`src/rtl/flip_locator.sv`:
```
// Compares a read-back frame word stream against golden BRAM data and reports the first flipped bit.
// Optional macro FLIP_CORRECT_EN adds a scrub write-back port (corr_valid/corr_addr/corr_data).
module flip_locator #(
  parameter int FRAME_BASE  = 105,
  parameter int FRAME_WORDS = 101,
  parameter int CNT_W       = 16
) (
  input  logic             clk,
  input  logic             rst,
  input  logic             start,
  input  logic             rd_valid,
  input  logic [12:0]      rd_addr,
  input  logic [31:0]      rd_data,
  output logic [12:0]      gold_addr,
  input  logic [31:0]      gold_data,
  output logic             busy,
  output logic             done,
  output logic             flip_found,
  output logic [11:0]      bit_location,
  output logic [12:0]      flip_addr,
  output logic [CNT_W-1:0] flip_count,
  output logic             multi_flip
`ifdef FLIP_CORRECT_EN
  ,
  output logic             corr_valid,
  output logic [12:0]      corr_addr,
  output logic [31:0]      corr_data
`endif
);

  typedef enum logic [1:0] {IDLE, SCAN, FLUSH, DONE} state_t;

  localparam logic [12:0] BASE_A = 13'(FRAME_BASE);
  localparam logic [12:0] END_A  = 13'(FRAME_BASE + FRAME_WORDS);
  localparam logic [12:0] LAST_W = 13'(FRAME_WORDS - 1);

  state_t state_q, state_d;

  logic [12:0] w;
  logic        in_win, accept, clear;

  assign w         = rd_addr - BASE_A;
  assign gold_addr = w;
  assign in_win    = (rd_addr >= BASE_A) && (rd_addr < END_A);
  assign accept    = (state_q == SCAN) && rd_valid && in_win;
  assign clear     = start && ((state_q == IDLE) || (state_q == DONE));
  assign busy      = (state_q != IDLE);
  assign done      = (state_q == DONE);

  // Stage 1: holds the beat while the BRAM returns its golden word.
  logic        s1_vld_q;
  logic [12:0] s1_addr_q;
  logic [31:0] s1_data_q;
  logic [6:0]  s1_w_q;

  always_ff @(posedge clk) begin
    if (rst) begin
      s1_vld_q  <= 1'b0;
      s1_addr_q <= '0;
      s1_data_q <= '0;
      s1_w_q    <= '0;
    end else begin
      s1_vld_q <= accept;
      if (accept) begin
        s1_addr_q <= rd_addr;
        s1_data_q <= rd_data;
        s1_w_q    <= w[6:0];
      end
    end
  end

  always_comb begin
    state_d = state_q;
    case (state_q)
      IDLE:  if (start) state_d = SCAN;
      SCAN:  if (accept && (w == LAST_W)) state_d = FLUSH;
      // Nothing refills stage 1 outside SCAN, so it drains in this cycle.
      FLUSH: if (!accept) state_d = DONE;
      DONE:  state_d = start ? SCAN : IDLE;
      default: state_d = IDLE;
    endcase
  end

  always_ff @(posedge clk) begin
    if (rst) state_q <= IDLE;
    else     state_q <= state_d;
  end

  logic [31:0] diff;
  logic        mism, multi_bit;
  logic [4:0]  low_b;

  assign diff      = s1_data_q ^ gold_data;
  assign mism      = s1_vld_q && (diff != 32'd0);
  assign multi_bit = ((diff & (diff - 32'd1)) != 32'd0);

  always_comb begin
    low_b = 5'd0;
    for (int i = 31; i >= 0; i--)
      if (diff[i]) low_b = 5'(i);
  end

  logic             found_q, found_d;
  logic [11:0]      loc_q, loc_d;
  logic [12:0]      faddr_q, faddr_d;
  logic [CNT_W-1:0] cnt_q, cnt_d;
  logic             multi_q, multi_d;

  always_comb begin
    found_d = found_q;
    loc_d   = loc_q;
    faddr_d = faddr_q;
    cnt_d   = cnt_q;
    multi_d = multi_q;
    if (clear) begin
      found_d = 1'b0;
      loc_d   = '0;
      faddr_d = '0;
      cnt_d   = '0;
      multi_d = 1'b0;
    end else if (mism) begin
      if (cnt_q != '1) cnt_d = cnt_q + 1'b1;
      if (multi_bit || found_q) multi_d = 1'b1;
      if (!found_q) begin
        found_d = 1'b1;
        faddr_d = s1_addr_q;
        loc_d   = {s1_w_q + 7'd1, 5'd0} + {7'd0, low_b} + 12'd1;
      end
    end
  end

  always_ff @(posedge clk) begin
    if (rst) begin
      found_q <= 1'b0;
      loc_q   <= '0;
      faddr_q <= '0;
      cnt_q   <= '0;
      multi_q <= 1'b0;
    end else begin
      found_q <= found_d;
      loc_q   <= loc_d;
      faddr_q <= faddr_d;
      cnt_q   <= cnt_d;
      multi_q <= multi_d;
    end
  end

  assign flip_found   = found_q;
  assign bit_location = loc_q;
  assign flip_addr    = faddr_q;
  assign flip_count   = cnt_q;
  assign multi_flip   = multi_q;

`ifdef FLIP_CORRECT_EN
  logic        corr_vld_q;
  logic [12:0] corr_addr_q;
  logic [31:0] corr_data_q;

  always_ff @(posedge clk) begin
    if (rst) begin
      corr_vld_q  <= 1'b0;
      corr_addr_q <= '0;
      corr_data_q <= '0;
    end else begin
      corr_vld_q <= mism;
      if (mism) begin
        corr_addr_q <= s1_addr_q;
        corr_data_q <= gold_data;
      end
    end
  end

  assign corr_valid = corr_vld_q;
  assign corr_addr  = corr_addr_q;
  assign corr_data  = corr_data_q;
`endif

endmodule

```
`config.mk`:
```
export PLATFORM = sky130hd
export DESIGN_NAME = flip_locator
export DESIGN_NICKNAME = d
export VERILOG_FILES = /design/src/rtl/flip_locator.sv
export SDC_FILE = /design/constraint.sdc
export NUM_CORES = 1
export LEC_CHECK = 0
export CORE_UTILIZATION = 39
export DETAILED_ROUTE_END_ITERATION = 8
export MAX_ROUTING_LAYER = met4
export PLACE_DENSITY = 0.79
export SYNTH_ARGS = -nofsm -noshare
export SYNTH_HDL_FRONTEND = slang
export SYNTH_SLANG_ARGS = --single-unit
```
`constraint.sdc`:
```
create_clock -name clk -period 3.2 [get_ports clk]
set_input_delay 0.64 -clock clk [delete_from_list [all_inputs] [get_ports clk]]
set_output_delay 0.64 -clock clk [all_outputs]
set_load 0.005 [all_outputs]
```
== Yosys cells after proc, flatten, opt, wreduce, memory -nomap -nowiden ==
Cells that the tools add are included.

* Register bits: 98
* Input bits: 81
* Output and inout bits: 58
* Word-level logic and storage cells: 83

* Add/subtract/negate cells: 6
* Order comparisons: 2
* Equality and inequality tests: 8
* Mux-type cells: 37
* Bitwise operators: 3
* Reductions and logical operators: 17

{| class="wikitable"
|+ Operators by type and width
! operator !! number
|-
| $mux W5 || 32
|-
| $reduce_bool A32 Y1 || 2
|-
| $and A32 B32 Y32 || 1
|-
| $sub A32 B1 Y32 const B || 1
|-
| $xor A32 B32 Y32 || 1
|-
| $add A16 B1 Y16 const B || 1
|-
| $ne A16 B16 Y1 const B || 1
|-
| $eq A13 B7 Y1 const B || 1
|-
| $ge A13 B7 Y1 const B || 1
|-
| $lt A13 B8 Y1 const B || 1
|-
| $sub A13 B7 Y13 const B || 1
|-
| $add A12 B1 Y12 const B || 1
|-
| $add A12 B5 Y12 || 1
|-
| $pmux W2 S4 || 1
|-
| $add A7 B1 Y7 const B || 1
|-
| $logic_and A1 B1 Y1 || 6
|-
| $mux W2 || 3
|-
| $reduce_and A2 Y1 || 3
|-
| $eq A2 B2 Y1 const B || 2
|-
| $ne A2 B2 Y1 const B || 2
|-
| $reduce_and A3 Y1 || 1
|-
| $eq A2 B1 Y1 const B || 1
|-
| $logic_not A2 Y1 || 1
|-
| $logic_or A1 B1 Y1 || 2
|-
| 5 further kinds || 5
|}

== Logic depth before layout (Yosys ltp) ==
Gate-level depths: netlist of the first run.

* Depth after elaboration: 35
* Depth in mapped cells: 12
* Gate-level depth less buffers: 12

== Least setup slack after synthesis of the first run ==
No wires, ideal clock.

* Path type: input-to-reg
* Start point: in gold_data[23]
* End point: reg loc_q[10], in the netlist bit_location[10]
* Library setup time: 132 ps
* Arrival: 3288 ps
* Data required time: 3068 ps
* Setup slack: -220 ps
* Cell stages on the path: 10
* Buffers on the path: 0
* Path through: xor2_1 o21bai_1 a2111oi_0 o211ai_1 a221oi_1 ha_1 nand4b_1 or4_1 nand3_1 a21oi_1

* Word-level cells in the longest chain between the ends: 27
* Elaborated cells on any way between the ends: 30
* Those cells by class: add/sub (2); mux (24); bitwise (1); reduce/logical (3)

{| class="wikitable"
|+ Ends and longest elaborated chain
! what !! line !! RTL
|-
| start: declaration || 15 || <nowiki>input logic [31:0] gold_data,</nowiki>
|-
| $xor A32 B32 Y32 (*) || 93 || <nowiki>assign diff = s1_data_q ^ gold_data;</nowiki>
|-
| $mux W5 (24 in series) || 100 || <nowiki>if (diff[i]) low_b = 5'(i);</nowiki>
|-
| $add A12 B5 Y12 || 127 || <nowiki>loc_d = {s1_w_q + 7'd1, 5'd0} + {7'd0, low_b} + 12'd1;</nowiki>
|-
| $add A12 B1 Y12 || 127 ||
|-
| end signal: assignment || 141 || <nowiki>loc_q <= loc_d;</nowiki>
|-
| end: declaration || 104 || <nowiki>logic [11:0] loc_q, loc_d;</nowiki>
|}

Mark *: on every way between the ends. The rest lies on a longest branch, timed or not.
A chain may end at the register's enable or synchronous reset.

== Worst setup path in the final report of the first run ==
* Start point: in gold_data[24]
* End point: reg loc_q[10], in the netlist bit_location[10]

* Word-level cells in the longest chain between the ends: 28
* Elaborated cells on any way between the ends: 31
* Those cells by class: add/sub (2); mux (25); bitwise (1); reduce/logical (3)

{| class="wikitable"
|+ Ends and longest elaborated chain
! what !! line
|-
| $xor A32 B32 Y32 (*) || 93
|-
| $mux W5 (25 in series) || 100
|-
| $add A12 B5 Y12 || 127
|-
| $add A12 B1 Y12 || 127
|}

Marked as above.

==> results of run 1 <==
[per-stage QoR]
stage          total power [mW]  instances  setup TNS (ns)
2_1_floorplan              1.53        683               0
3_3_place_gp               1.86       1075           -3.64
3_5_place_dp               1.87       1075           -5.43
4_1_cts                    2.96       1094               0
5_1_grt                    3.09       1096          -0.303
6_report                   2.95       1096         -0.0127
[metal layers]
| metal | vias up | share of wire (%) | wire length (um) | track usage [%] |
|---|---|---|---|---|
| met5 | - | 0 | 0 | - |
| met4 | 0 | 2.0 | 315 | 7.97 |
| met3 | 29 | 5.2 | 820 | 3.66 |
| met2 | 165 | 47 | 7430 | 38.4 |
| met1 | 2659 | 45 | 7150 | 28.7 |
| li1 | 2863 | - | - | - |
[cells by family (layout without fill, tap and decap cells)]
kind of cell             count (synthesis)  in the layout  share of synthesized area, %
AND/OR/NAND/NOR                        301            301                          25.9
AO/OA/AOI/OAI                          151            151                          17.6
flip-flops                              98             98                          36.3
XOR/XNOR                                73             73                          13.4
buffers and inverters                   43            280                          3.12
adder cells (fa/ha/maj)                 14             14                          3.15
multiplexers                             3              3                         0.555
[state kept, by name, summed over array words and instances, names as in the netlist]
| register | cells |
|---|---|
| s1_data_q | 32 |
| flip_count | 16 |
| flip_addr | 13 |
| s1_addr_q | 13 |
| bit_location | 12 |
| s1_w_q | 7 |
| state_q | 2 |
| flip_found | 1 |
| multi_flip | 1 |
| s1_vld_q | 1 |
[cell type report]
type	count	area (sq um)	area share, %
clock buffers	9	225	2.74
well taps	176	220	2.68
inverters	15	56.3	0.686
repair buffers	249	2240	27.3
flip-flops and latches	98	1960	23.9
multi-input cells	542	3430	41.8
clock inverters	7	70.1	0.854
[where the power goes]
part           switching, mW  total (mW)  internal, mW
Combinational          0.301       0.622         0.321
Clock                  0.529        1.08         0.548
Sequential            0.0149        1.25          1.23
Total                  0.845        2.95          2.10
[worst paths after layout]
kind | to | slack, ns | cells past startpoint
worst max-delay path | bit_location[10] | -0.01 | 14
worst min-delay path | flip_addr[11] | 0.45 | 2
worst max register to register | bit_location[10] | 0.36 | 13
worst min register to register | flip_addr[11] | 0.45 | 2
[critical path, cell delays in order]
cell and delay, ns:
clkdlybuf4s50_1 0.48, xnor2_2 0.24, nand2_1 0.11, a221oi_1 0.31, o311ai_1 0.15, nand2_1 0.11, nand2_1 0.07, a311oi_2 0.30
ha_2 0.23, nand4b_1 0.17, buf_4 0.20, o31ai_2 0.23, nand3_1 0.12, a21oi_2 0.12
[layout by cell type, fill, tap and decap left out, drive strengths merged, types with 9 or more instances in the layout]
master,instances
ha,12
buf,112
o21ai,16
xor2,36
nand2,152
inv,18
a21oi,77
nand3,28
nor2,42
nor3,14
clkbuf,9
and2,10
clkdlybuf4s50,129
xnor2,37
nand4,17
dfxtp,98
[timing repair]
action / in CTS / in global routing
gates resized for setup: 10 / 21
pin swaps: 4 / 10
endpoints found under the hold margin: 0 / 0
gates cloned: 0 / 0
buffers inserted: 3 / 2
setup endpoints to repair: 8 / 9
==> results by group, run 1 <==
Synth
  – #FFs+latches synth: 98
  – Ys Warns: 0
  – Synth Instances: 683
  – Post-synth ARST share: 0%
  – Synth area leaders: dfxtp_1 (36%), nand2_1 (11%), a21oi_1 (7.1%)
  – Synth Cell Area: 0.00541 sq mm
  – Top cell type's share of synthesized area: 36.3%
  – Number of synthesized flops with an enable pin: 0
  – Avg Inst Size Synth: 7.92 sq um
  – List of most frequent post-synthesis cells: nand2_1 (152), dfxtp_1 (98), a21oi_1 (77), nor2_1 (42), xor2_1 (36)
  – Post-synthesis sequential area ratio: 36.3%
  – Post-Syn Nets: 776
  – Count leader, synth: nand2_1
  – Most used DFF post-synth: dfxtp_1
  – Netlist cell types: 60
  – Cell taking the most area after synthesis: dfxtp_1

Critical path
  – Worst-path maximum fanout: 4
  – Critical path data arrival time: 3.51 ns
  – Worst path required time: 3.49 ns
  – WS Path Type: input port to register
  – Worst setup EP type: register
  – Startpoint Class: input port
  – Launching point of the worst reg2reg path: s1_data_q[21]
  – Crit path launch: gold_data[24]

Layout
  – # nets final: 1008
  – Fillers: 1193
  – Layout Area Growth over Synthesis: 51.7%
  – Post-Route Utilization: 61.2%
  – ANT cells: 0
  – Fin area: 0.00821 sq mm
  – Share of layout cells above drive strength 1: 18.7%

GRT
  – Number of global-route vias before repair: 5568
  – Antenna violations before repair: 0
  – GR Util All Layers: 23.2%
  – First-pass GRT wire length: 26100 um
  – GRT overflow: 0
  – Pin count of the biggest net entering global routing: 50

CTS
  – H-tree depth: 3
  – Root Buffer: clkbuf_16
  – Cts hold-fix bufs: 0
  – CTS Buffer Depth: 2
  – CTS buffer count: 9
  – Clk slew on worst S/H paths: 0.08 ns
  – Clock sinks: 98
  – CTS tree: yes
  – Clk_lat worst skew: 0.36 ns

Floorplan
  – Row cnt: 42
  – Initial core utilization: 40.4%
  – Die Y: 120 um
  – Core box area: 0.0134 sq mm
  – Width of the chip: 120 um
  – Total I/O pin count: 139
  – Die ar.: 0.0143 sq mm

Routing
  – Final ANT Viol Nets: 0
  – 1st-iter DRT viols: 288
  – Average wire per standard cell: 14.3 um
  – First-pass DRT Iterations: 5
  – Residual DRC: 0
  – Routed WL: 15700 um
  – Vias per cell: 5.22
  – Via count: 5716

Power
  – Power per cell area: 359 mW/mm^2
  – VDD IR max: 0.000269 V
  – Leak pwr: 3.04 nW

Outcome
  – Status: finished, violations left
  – Failing checks: setup timing

Placement
  – DP Worst Slack: -0.580 ns
  – Placed Instance Area: 0.00777 sq mm
  – Final RePlAce weighted congestion: 0.916
  – Port Buffers: 138
  – HPWL after DPL: 11900 um

STA
  – Crit path time final: 3.21 ns
  – Skew final: 0.00982 ns
  – Fin. max-slew vios: 0
  – Final WS setup: -0.0127 ns
  – Max Clock Freq: 311 MHz
  – Slew @ Worst Pin: 0.535 ns
  – RSZ-0062 raised after global routing: yes
  – Final setup viols: 1
  – Final Hold Fails: 0
  – Max_slew headroom: 64.2%
  – Hold slack: 0.454 ns
  – Crit share post-route: 100%

Min path
  – Worst hold start: s1_addr_q[11]
  – HP Class: register to register

Flow run
  – Max capacitance violation total: 0
Note: power is estimated with default switching activity, not from simulation.
==> inputs of run 2 (changes only) <==
TNS_END_PERCENT = 10   (was not set)
==> results by group, run 2 (synthesized netlist as in run 1, its figures left out) <==
Routing
  – Final ANT Viol Nets: 0
  – Average wire per standard cell: 14.3 um
  – First-pass DRT Iterations: 5
  – Vias per cell: 5.24
  – Routed WL: 15700 um
  – Residual DRC: 0
  – Via count: 5732
  – 1st-iter DRT viols: 288

CTS
  – CTS buffer count: 9
  – CTS tree: yes
  – Root Buffer: clkbuf_16
  – Clock sinks: 98
  – Clk slew on worst S/H paths: 0.08 ns
  – H-tree depth: 3
  – Clk_lat worst skew: 0.36 ns
  – CTS Buffer Depth: 2

Floorplan
  – Die Y: 120 um
  – Die ar.: 0.0143 sq mm
  – Initial core utilization: 40.4%
  – Row cnt: 42
  – Total I/O pin count: 139
  – Core box area: 0.0134 sq mm
  – Width of the chip: 120 um

Layout
  – Share of layout cells above drive strength 1: 18.0%
  – Most flops, register: s1_data_q
  – Layout Area Growth over Synthesis: 51.0%
  – Largest register FFs: 32
  – ANT cells: 0
  – Commonest non-fill, non-tap cell in the layout: nand2_1
  – Post-Route Utilization: 60.9%
  – Most frequent cells in the layout: nand2_1 (152), clkdlybuf4s50_1 (129), buf_4 (106)
  – # nets final: 1005

STA
  – Max Clock Freq: 309 MHz
  – Setup TNS: -0.0374 ns
  – Fin. max-slew vios: 0
  – Final WS setup: -0.0374 ns
  – RSZ-0062 raised after global routing: yes
  – Slew @ Worst Pin: 0.542 ns
  – Skew final: 0.00945 ns
  – Crit share post-route: 101%
  – Max_slew headroom: 63.9%
  – Final setup viols: 1
  – Final Hold Fails: 0
  – Crit path time final: 3.24 ns

Power
  – Power per cell area: 360 mW/mm^2
  – Seq pwr share: 42.5%
  – Clock power share: 36.6%
  – Sw Share: 28.6%
  – Comb pwr share: 20.9%
  – Leak pwr: 3.02 nW
  – VDD IR max: 0.000270 V
  – Int Power: 2.10 mW
  – Switch Pwr: 0.841 mW

Critical path
  – Critical path's largest stage delay: 0.49 ns
  – CP max-delay cell: clkdlybuf4s50_1
  – Cell Chain, Critical Path: clkdlybuf4s50_1, xnor2_2, o21bai_1, a2111oi_2, o211ai_1, a221oi_2, ha_2, nand4b_1, buf_4, o31ai_2, nand3_1, a21oi_2
  – Crit path launch: gold_data[24]
  – Worst-path maximum fanout: 4
  – Launching point of the worst reg2reg path: s1_data_q[24]
  – Worst path required time: 3.50 ns
  – Startpoint Class: input port
  – RR Endpoint: bit_location[10]
  – Cell family with most CP delay: compound AO/OA/AOI/OAI gates
  – Worst setup EP type: register
  – Critical path data arrival time: 3.53 ns
  – Critical path depth: 12
  – Worst reg2reg setup slack: 0.33 ns
  – CP bufs+invs: 2
  – CP endpoint: bit_location[10]
  – Reg2Reg Depth: 11
  – WS Path Type: input port to register

GRT
  – GR Util All Layers: 23.1%
  – Pin count of the biggest net entering global routing: 50
  – Antenna violations before repair: 0
  – First-pass GRT wire length: 26000 um
  – Number of global-route vias before repair: 5550
  – GRT overflow: 0

Placement
  – HPWL after DPL: 11900 um
  – Port Buffers: 138
  – Final RePlAce weighted congestion: 0.916

Outcome
  – Status: finished, violations left
  – Failing checks: setup timing

Min path
  – HP Class: register to register

Flow run
  – Max capacitance violation total: 0
[run 2: worst min-delay path by stage]
stage                     depth (start not counted)            end          start
final                                             2  flip_addr[10]  s1_addr_q[10]
after global routing                              2  flip_addr[10]  s1_addr_q[10]
after CTS                                         2  flip_addr[11]  s1_addr_q[11]
after detailed placement                          2   flip_addr[9]   s1_addr_q[9]
after global placement                            2  flip_addr[12]  s1_addr_q[12]
after floorplan                                   2  flip_addr[10]  s1_addr_q[10]
[run 2: area by class of cell]
cell class              count  area [sq um]
fillers                  1207          5230
multi-input cells         542          3420
repair buffers            246          2220
flip-flops and latches     98          1960
clock buffers               9           225
well taps                 176           220
clock inverters             7          70.1
inverters                  15          56.3
[run 2: power by group through the flow]
stage	Clock (mW)	Combinational [mW]	Sequential (mW)
global route	1.17	0.667	1.25
CTS	1.10	0.604	1.25
finish	1.08	0.613	1.25
detailed placement	0	0.599	1.28
floorplan	0	0.263	1.27
global placement	0	0.588	1.27
[run 2: routing by layer]
layer | global-route usage, % | wire length, um | vias to the layer above
met5 | - | 0 | -
met4 | 7.97 | 311 | 0
met3 | 3.66 | 765 | 27
met2 | 38.3 | 7460 | 155
met1 | 28.6 | 7150 | 2691
li1 | - | - | 2859
[run 2: per-stage QoR]
stage	hold WS (ns)	cell area (sq um)	total power, mW	instances	setup WS [ns]
CTS	0.458	8080	2.95	1091	-0.0329
floorplan	0.427	5440	1.53	683	0.0534
global route	0.468	8170	3.08	1093	-0.217
finish	0.453	8170	2.94	1093	-0.0374
global placement	0.440	7770	1.86	1075	-0.528
detailed placement	0.442	7770	1.87	1075	-0.580
[run 2: worst reg2reg max path, cell delays in order (launching register included)]
cell and delay, ns:
dfxtp_1 0.46, xnor2_2 0.18, o21bai_1 0.13, a2111oi_2 0.43, o211ai_1 0.20, a221oi_2 0.32
ha_2 0.22, nand4b_1 0.18, buf_4 0.21, o31ai_2 0.23, nand3_1 0.12, a21oi_2 0.14
[run 2: timing repair]
action | CTS | global route
gates cloned | 0 | 0
buffers inserted | 0 | 2
hold buffers | 0 | 0
endpoints found under the setup margin | 8 | 8
resized for setup | 10 | 15
pin swaps | 3 | 12
